[src/rtl/ar_arb_pkg.sv]
// Shared types and helpers for the AR arbiter: burst encodings, the AR
// payload record and the QoS / round-robin winner selection.
package ar_arb_pkg;

  localparam logic [1:0] BURST_FIXED = 2'b00;
  localparam logic [1:0] BURST_INCR  = 2'b01;
  localparam logic [1:0] BURST_WRAP  = 2'b10;

  // Payload field widths; the arbiter's ID/ADDR/LEN parameters must match.
  localparam int AR_ID_W   = 4;
  localparam int AR_ADDR_W = 32;
  localparam int AR_LEN_W  = 8;

  // Upper bound on requesters handled by the winner function.
  localparam int AR_MAX_MASTERS = 16;

  typedef struct packed {
    logic [AR_ID_W-1:0]   id;
    logic [AR_ADDR_W-1:0] addr;
    logic [AR_LEN_W-1:0]  len;
    logic [2:0]           size;
    logic [1:0]           burst;
    logic [3:0]           qos;
  } ar_payload_t;

  // Highest QoS wins; among equal QoS the first valid index met when
  // scanning rr_ptr, rr_ptr+1, ... (mod n) wins. Returns 0 if none valid.
  function automatic logic [3:0] ar_pick_winner(
    input logic [AR_MAX_MASTERS-1:0]   valid,
    input logic [AR_MAX_MASTERS*4-1:0] qos,
    input logic [3:0]                  rr_ptr,
    input logic [4:0]                  n
  );
    logic [3:0] win;
    logic [3:0] best;
    logic       found;
    logic [4:0] sum;
    logic [3:0] idx;
    win   = '0;
    best  = '0;
    found = 1'b0;
    for (int k = 0; k < AR_MAX_MASTERS; k++) begin
      if (5'(k) < n) begin
        sum = {1'b0, rr_ptr} + 5'(k);
        if (sum >= n) sum = sum - n;
        idx = sum[3:0];
        if (valid[idx] && (!found || (qos[{idx, 2'b00} +: 4] > best))) begin
          found = 1'b1;
          best  = qos[{idx, 2'b00} +: 4];
          win   = idx;
        end
      end
    end
    return win;
  endfunction

endpackage

[src/rtl/ar_arbiter_tag_pool.sv]
// Tag pool: free bitmap, lowest-free-tag encoder, tag -> source master
// table, exhaustion flag and double-free error pulse.
module ar_arbiter_tag_pool
  import ar_arb_pkg::*;
#(
  parameter int NUM_MASTERS = 4,
  parameter int TAG_WIDTH   = 4,
  parameter int SRC_W       = $clog2(NUM_MASTERS)
) (
  input  logic                 clk,
  input  logic                 rst,
  input  logic                 alloc_i,
  input  logic [SRC_W-1:0]     alloc_src_i,
  input  logic                 free_valid_i,
  input  logic [TAG_WIDTH-1:0] free_tag_i,
  input  logic [TAG_WIDTH-1:0] lookup_tag_i,
  output logic [TAG_WIDTH-1:0] alloc_tag_o,
  output logic                 tags_empty_o,
  output logic [SRC_W-1:0]     lookup_src_o,
  output logic                 free_err_o
);

  localparam int NTAGS = 2 ** TAG_WIDTH;

  logic [NTAGS-1:0] free_q, free_d;
  logic [SRC_W-1:0] src_q [NTAGS];
  logic             free_err_q, free_err_d;

  // Lowest-numbered free tag from the start-of-cycle bitmap.
  always_comb begin
    alloc_tag_o = '0;
    for (int t = NTAGS - 1; t >= 0; t--) begin
      if (free_q[t]) alloc_tag_o = TAG_WIDTH'(t);
    end
  end

  // Next bitmap: clear the allocated tag, set a legitimately freed tag.
  // A freed tag is never the allocated one (that one was already free).
  always_comb begin
    free_d     = free_q;
    free_err_d = free_valid_i && free_q[free_tag_i];
    if (alloc_i) free_d[alloc_tag_o] = 1'b0;
    if (free_valid_i && !free_q[free_tag_i]) free_d[free_tag_i] = 1'b1;
  end

  // Bitmap and error pulse registers.
  always_ff @(posedge clk) begin
    if (rst) begin
      free_q     <= '1;
      free_err_q <= 1'b0;
    end else begin
      free_q     <= free_d;
      free_err_q <= free_err_d;
    end
  end

  // Source table: record the owning master of each newly allocated tag.
  always_ff @(posedge clk) begin
    if (rst) begin
      for (int t = 0; t < NTAGS; t++) src_q[t] <= '0;
    end else if (alloc_i) begin
      src_q[alloc_tag_o] <= alloc_src_i;
    end
  end

  assign tags_empty_o = ~|free_q;
  assign lookup_src_o = src_q[lookup_tag_i];
  assign free_err_o   = free_err_q;

endmodule

[src/rtl/ar_arbiter.sv]
// AR channel arbiter: QoS-first, round-robin tie-break, one accept per
// cycle into a single registered output slot, with tag allocation.
//
// Handshake: an upstream request transfers when s_valid[i] & s_ready[i] at
// a clk edge (s_ready may depend on s_valid; s_valid may drop at any time
// before transfer). Downstream transfers when m_valid & m_ready at a clk
// edge; while m_valid & !m_ready the m_* outputs hold stable.
module ar_arbiter
  import ar_arb_pkg::*;
#(
  parameter int NUM_MASTERS = 4,
  parameter int ID_WIDTH    = 4,
  parameter int ADDR_WIDTH  = 32,
  parameter int LEN_WIDTH   = 8,
  parameter int TAG_WIDTH   = 4
) (
  input  logic                            clk,
  input  logic                            rst,
  input  logic [NUM_MASTERS-1:0]          s_valid,
  input  logic [NUM_MASTERS*ID_WIDTH-1:0] s_id,
  input  logic [NUM_MASTERS*ADDR_WIDTH-1:0] s_addr,
  input  logic [NUM_MASTERS*LEN_WIDTH-1:0] s_len,
  input  logic [NUM_MASTERS*3-1:0]        s_size,
  input  logic [NUM_MASTERS*2-1:0]        s_burst,
  input  logic [NUM_MASTERS*4-1:0]        s_qos,
  output logic [NUM_MASTERS-1:0]          s_ready,
  output logic                            m_valid,
  output logic [ID_WIDTH-1:0]             m_id,
  output logic [ADDR_WIDTH-1:0]           m_addr,
  output logic [LEN_WIDTH-1:0]            m_len,
  output logic [2:0]                      m_size,
  output logic [1:0]                      m_burst,
  output logic [3:0]                      m_qos,
  output logic [TAG_WIDTH-1:0]            m_tagid,
  input  logic                            m_ready,
  input  logic                            free_valid,
  input  logic [TAG_WIDTH-1:0]            free_tag,
  input  logic [TAG_WIDTH-1:0]            lookup_tag,
  output logic [$clog2(NUM_MASTERS)-1:0]  lookup_src,
  output logic                            tags_empty,
  output logic                            free_err
);

  localparam int SRC_W = $clog2(NUM_MASTERS);

  logic [SRC_W-1:0]     rr_ptr_q, rr_ptr_d;
  logic                 m_valid_q;
  ar_payload_t          pay_q, pay_sel;
  logic [TAG_WIDTH-1:0] tag_q;
  logic [TAG_WIDTH-1:0] alloc_tag;
  logic [SRC_W-1:0]     winner;
  logic                 can_load;
  logic                 accept;

  assign can_load = !m_valid_q || m_ready;
  assign winner   = SRC_W'(ar_pick_winner(16'(s_valid), 64'(s_qos),
                                          4'(rr_ptr_q), 5'(NUM_MASTERS)));
  assign accept   = !rst && can_load && !tags_empty && (|s_valid);

  // One-hot ready to the winner only when a grant is possible.
  always_comb begin
    s_ready = '0;
    if (accept) s_ready[winner] = 1'b1;
  end

  // Gather the winning master's AR fields.
  always_comb begin
    pay_sel = '0;
    for (int i = 0; i < NUM_MASTERS; i++) begin
      if (winner == SRC_W'(i)) begin
        pay_sel.id    = s_id[i*ID_WIDTH +: ID_WIDTH];
        pay_sel.addr  = s_addr[i*ADDR_WIDTH +: ADDR_WIDTH];
        pay_sel.len   = s_len[i*LEN_WIDTH +: LEN_WIDTH];
        pay_sel.size  = s_size[i*3 +: 3];
        pay_sel.burst = s_burst[i*2 +: 2];
        pay_sel.qos   = s_qos[i*4 +: 4];
      end
    end
  end

  // Round-robin pointer moves just past the accepted master.
  always_comb begin
    rr_ptr_d = rr_ptr_q;
    if (accept) begin
      rr_ptr_d = (winner == SRC_W'(NUM_MASTERS - 1)) ? '0 : winner + 1'b1;
    end
  end

  // Output slot: load on accept, empty on drain, hold while stalled.
  always_ff @(posedge clk) begin
    if (rst) begin
      m_valid_q <= 1'b0;
      pay_q     <= '0;
      tag_q     <= '0;
      rr_ptr_q  <= '0;
    end else begin
      rr_ptr_q <= rr_ptr_d;
      if (can_load) begin
        m_valid_q <= accept;
        if (accept) begin
          pay_q <= pay_sel;
          tag_q <= alloc_tag;
        end
      end
    end
  end

  ar_arbiter_tag_pool #(
    .NUM_MASTERS (NUM_MASTERS),
    .TAG_WIDTH   (TAG_WIDTH),
    .SRC_W       (SRC_W)
  ) u_tag_pool (
    .clk          (clk),
    .rst          (rst),
    .alloc_i      (accept),
    .alloc_src_i  (winner),
    .free_valid_i (free_valid),
    .free_tag_i   (free_tag),
    .lookup_tag_i (lookup_tag),
    .alloc_tag_o  (alloc_tag),
    .tags_empty_o (tags_empty),
    .lookup_src_o (lookup_src),
    .free_err_o   (free_err)
  );

  assign m_valid = m_valid_q;
  assign m_id    = pay_q.id;
  assign m_addr  = pay_q.addr;
  assign m_len   = pay_q.len;
  assign m_size  = pay_q.size;
  assign m_burst = pay_q.burst;
  assign m_qos   = pay_q.qos;
  assign m_tagid = tag_q;

endmodule

[config.mk]
export PLATFORM = sky130hd
export DESIGN_NAME = ar_arbiter
export DESIGN_NICKNAME = d
export VERILOG_FILES = /design/src/rtl/ar_arb_pkg.sv /design/src/rtl/ar_arbiter_tag_pool.sv /design/src/rtl/ar_arbiter.sv
export SDC_FILE = /design/constraint.sdc
export NUM_CORES = 1
export LEC_CHECK = 0
export BUFFER_PORTS_ARGS = -buffer_cell sky130_fd_sc_hd__buf_2
export CAP_MARGIN = 20
export CORE_MARGIN = 1
export CORE_UTILIZATION = 40
export DETAILED_ROUTE_END_ITERATION = 16
export GPL_ROUTABILITY_DRIVEN = 0
export PLACE_DENSITY = 0.79
export SLEW_MARGIN = 25
export SYNTH_ARGS = -nofsm -noshare
export SYNTH_HDL_FRONTEND = slang
export SYNTH_HIERARCHICAL = 1
export SYNTH_SLANG_ARGS = --single-unit
[constraint.sdc]
create_clock -name clk -period 8.77 [get_ports clk]
set_clock_uncertainty 0.05 [all_clocks]
set_input_delay 0.4385 -clock clk [delete_from_list [all_inputs] [get_ports clk]]
set_output_delay 0.4385 -clock clk [all_outputs]
set_load 0.03 [all_outputs]
==> results.sh <==
export IMPL_worst_hold_slack_ns=0.345
export IMPL_ant_nets=0
export IMPL_clock_latency_ns=0.35
export IMPL_cp_data_arrival_time_ns=7.62
export IMPL_synth_seq_area_share_pct=33.6
export IMPL_globalRouteTotalUtil_pct=24.8
export IMPL_cp_end_kind="output port"
export IMPL_top_library_cells_by_usage_in_the_layout_fill_and_taps_aside="293 x buf_2, 93 x nor2_1, 77 x a21oi_1, 77 x dfxtp_1, 65 x nor3_1"
export IMPL_report_final_slew_viol_count=0
export IMPL_fin_cells=1339
export IMPL_outcome="complete, but fails checks"
export IMPL_synthCells=870
export IMPL_post_route_cells_drive_above_1_share_pct=33.6
export IMPL_first_iter_violations=691
export IMPL_synth_main_ff_cell="dfxtp_1"
export IMPL_die_width_um=139
export IMPL_syn_nets=1119
export IMPL_clock_fmax_ghz=0.123
export IMPL_clock_tree_from_tritoncts="done"
export IMPL_number_of_port_buffers=293
export IMPL_layout_min_cycle_time_ns=8.11
export IMPL_drt_pass1_iterations=11
export IMPL_setup_worst_path_start_class="register"
export IMPL_synth_edf_count=32
export IMPL_routed_via_count=7910
export IMPL_num_rows=49
export IMPL_postSynthAreaPerCell_um2=8.57
export IMPL_path_max_fanout=59
export IMPL_synth_top_area_share_pct=20.7
export IMPL_violations="design-rule violations"
export IMPL_grt_antenna_before_repair=4
export IMPL_clock_tree_buffer_depth=2
export IMPL_synth_largest_area_cell="dfxtp_1"
export IMPL_ranking_of_synthesized_cells_by_area="dfxtp_1 21%, edfxtp_1 13%, a221oi_1 5.9%"
export IMPL_post_cts_setup_buffer_count=0
export IMPL_synth_async_sr_flop_share_pct=0
export IMPL_die_h_um=139
export IMPL_netlist_cell_type_count=67
export IMPL_first_global_vias=7443
export IMPL_cts_root_buffer_cell="clkbuf_16"
export IMPL_routed_wirelength_um=24300
export IMPL_grt_start_max_net_pins=80
export IMPL_timing_setup_critical_path_class="reg2out"
export IMPL_layout_cells_most_common="buf_2"
export IMPL_worstHoldPathType="in2reg"
export IMPL_flow_area_growth_from_synthesis_pct=25.0
export IMPL_detailedPlacementHpwl_um=18000
export IMPL_hold_viol_final=0
export IMPL_clkTransAtPathRegs_ns=0.07
export IMPL_drc=8
export IMPL_gr_max_usage_layer="met2"
export IMPL_layout_worst_path_cycle_share_pct=92.5
export IMPL_rsz0062_at_grt="no"
export IMPL_final_report_setup_violation_count=0
export IMPL_met1_usage_pct=30.3
export IMPL_design_die_area_mm2=0.0192
export IMPL_synth_cell_area_mm2=0.00746
export IMPL_core_area_mm2=0.0181
export IMPL_synth_warnings=6
export IMPL_vias_per_inst=5.91
export IMPL_io_pin_count=294
export IMPL_worst_slew_margin_rel_pct=38.8
export IMPL_drv_cap=0
export IMPL_grt_first_pass_wirelength_um=38200
export IMPL_worst_endpoint_required_ns=8.28
export IMPL_cts_sinks=109
export IMPL_initial_utilization_pct=41.2
export IMPL_tightest_slew_ns=0.918
export IMPL_grt_met3_use_pct=6.03
export IMPL_setup_total_negative_slack_ns=0
export IMPL_htreeDepth=3
export IMPL_wire_per_inst_um=18.1
export IMPL_finish_net_count=1353
export IMPL_gr_total_overflow=0
export IMPL_grtUsageMet2_pct=42.3
export IMPL_synth_ff_latch_count=109
export IMPL_placed_cells_incl_taps=1322
export IMPL_cts_buffers_inserted=9
==> through the flow <==
stage | setup slack [ns] | utilization [%] | cell area [um^2]
floorplan | 1.42 | - | 7460
global placement | 1.22 | 49.9 | 9020
detailed placement | 0.905 | 49.9 | 9020
CTS | 0.591 | 51.5 | 9310
global route | 0.127 | 51.5 | 9320
finish | 0.658 | 51.5 | 9320
==> area by class of cell <==
cell class	instances	area [um^2]
Fill cell	1657	8770
Multi-Input combinational cell	665	4590
Sequential cell	109	2500
Timing Repair Buffer	305	1590
Tap cell	229	287
Clock buffer	12	251
Inverter	14	52.6
Clock inverter	4	38.8
Antenna cell	1	2.50
==> layer usage <==
metal,wire (um),vias up
met5,33,-
met4,641,6
met3,2070,63
met2,11700,394
met1,9810,3676
li1,-,3771
==> worst max-delay path, stage by stage, from the launching register on <==
cell,delay (ns)
dfxtp_1,0.31
buf_4,0.36
inv_1,0.12
ha_2,0.54
nor2_1,0.09
a211oi_1,0.34
ha_1,0.32
and4_1,0.21
a21oi_1,0.45
o21ai_2,0.21
a31oi_1,0.30
ha_1,0.18
nor2b_1,0.13
o21bai_1,0.07
o2bb2ai_1,0.19
a22oi_4,0.34
mux2_2,0.38
ha_1,0.29
nor2b_1,0.13
o21ai_0,0.14
a21oi_1,0.10
o211ai_2,0.32
nand2_1,0.12
o22ai_1,0.40
ha_2,0.30
buf_4,0.51
and2_1,0.21
buf_2,0.19
==> final timing paths <==
check	cells after the start	end	slack (ns)	from
worst max-delay path	27	s_ready[1]	0.66	rr_ptr_q[0]$_SDFFE_PP0P_
worst min-delay path	4	m_valid$_SDFFE_PP0N_	0.34	m_ready
worst max register to register	30	m_size[2]$_SDFFE_PP0P_	0.90	rr_ptr_q[0]$_SDFFE_PP0P_
worst min register to register	2	m_size[1]$_SDFFE_PP0P_	0.45	m_size[1]$_SDFFE_PP0P_
==> registers in the layout (all words and copies together) (netlist names) <==
name	count
m_addr	32
m_burst	2
m_id	4
m_len	8
m_qos	4
m_size	3
m_tagid	4
m_valid	1
rr_ptr_q	2
u_tag_pool/free_err_o	1
u_tag_pool/free_q	16
u_tag_pool/src_q	32
==> Yosys cell counts, drive strengths merged, types with 6 or more instances <==
cell and n:
a211oi 53, a21oi 78, a221o 11, a221oi 50
and2 6, buf 15, clkbuf 67, dfxtp 77
edfxtp 32, ha 21, inv 14, mux2 16
mux2i 15, mux4 18, nand2 52, nand3 13
nand3b 6, nor2 93, nor2b 56, nor3 65
nor4 13, o211ai 11, o21ai 33
==> logic make-up (layout without fill, tap and decap cells) <==
group,count (synthesis),in the layout,share of synthesized area (%)
AOI/OAI and AO/OA,271,271,25.3
muxes,49,49,10.2
and+or+nand+nor,324,324,22.1
other,0,1,0
buffers and inverters,96,335,5.34
adders and majority gates,21,21,3.52
DFF,109,109,33.6
==> timing repair <==
action / in CTS / in global routing
endpoints found under the setup margin: 0 / 2
resized for setup: 0 / 1
hold buffers: 0 / 0
hold endpoints to repair: 0 / 0
Power is not shown: default switching activity piles up to over one toggle a cycle in this logic, so the estimate is an artifact.
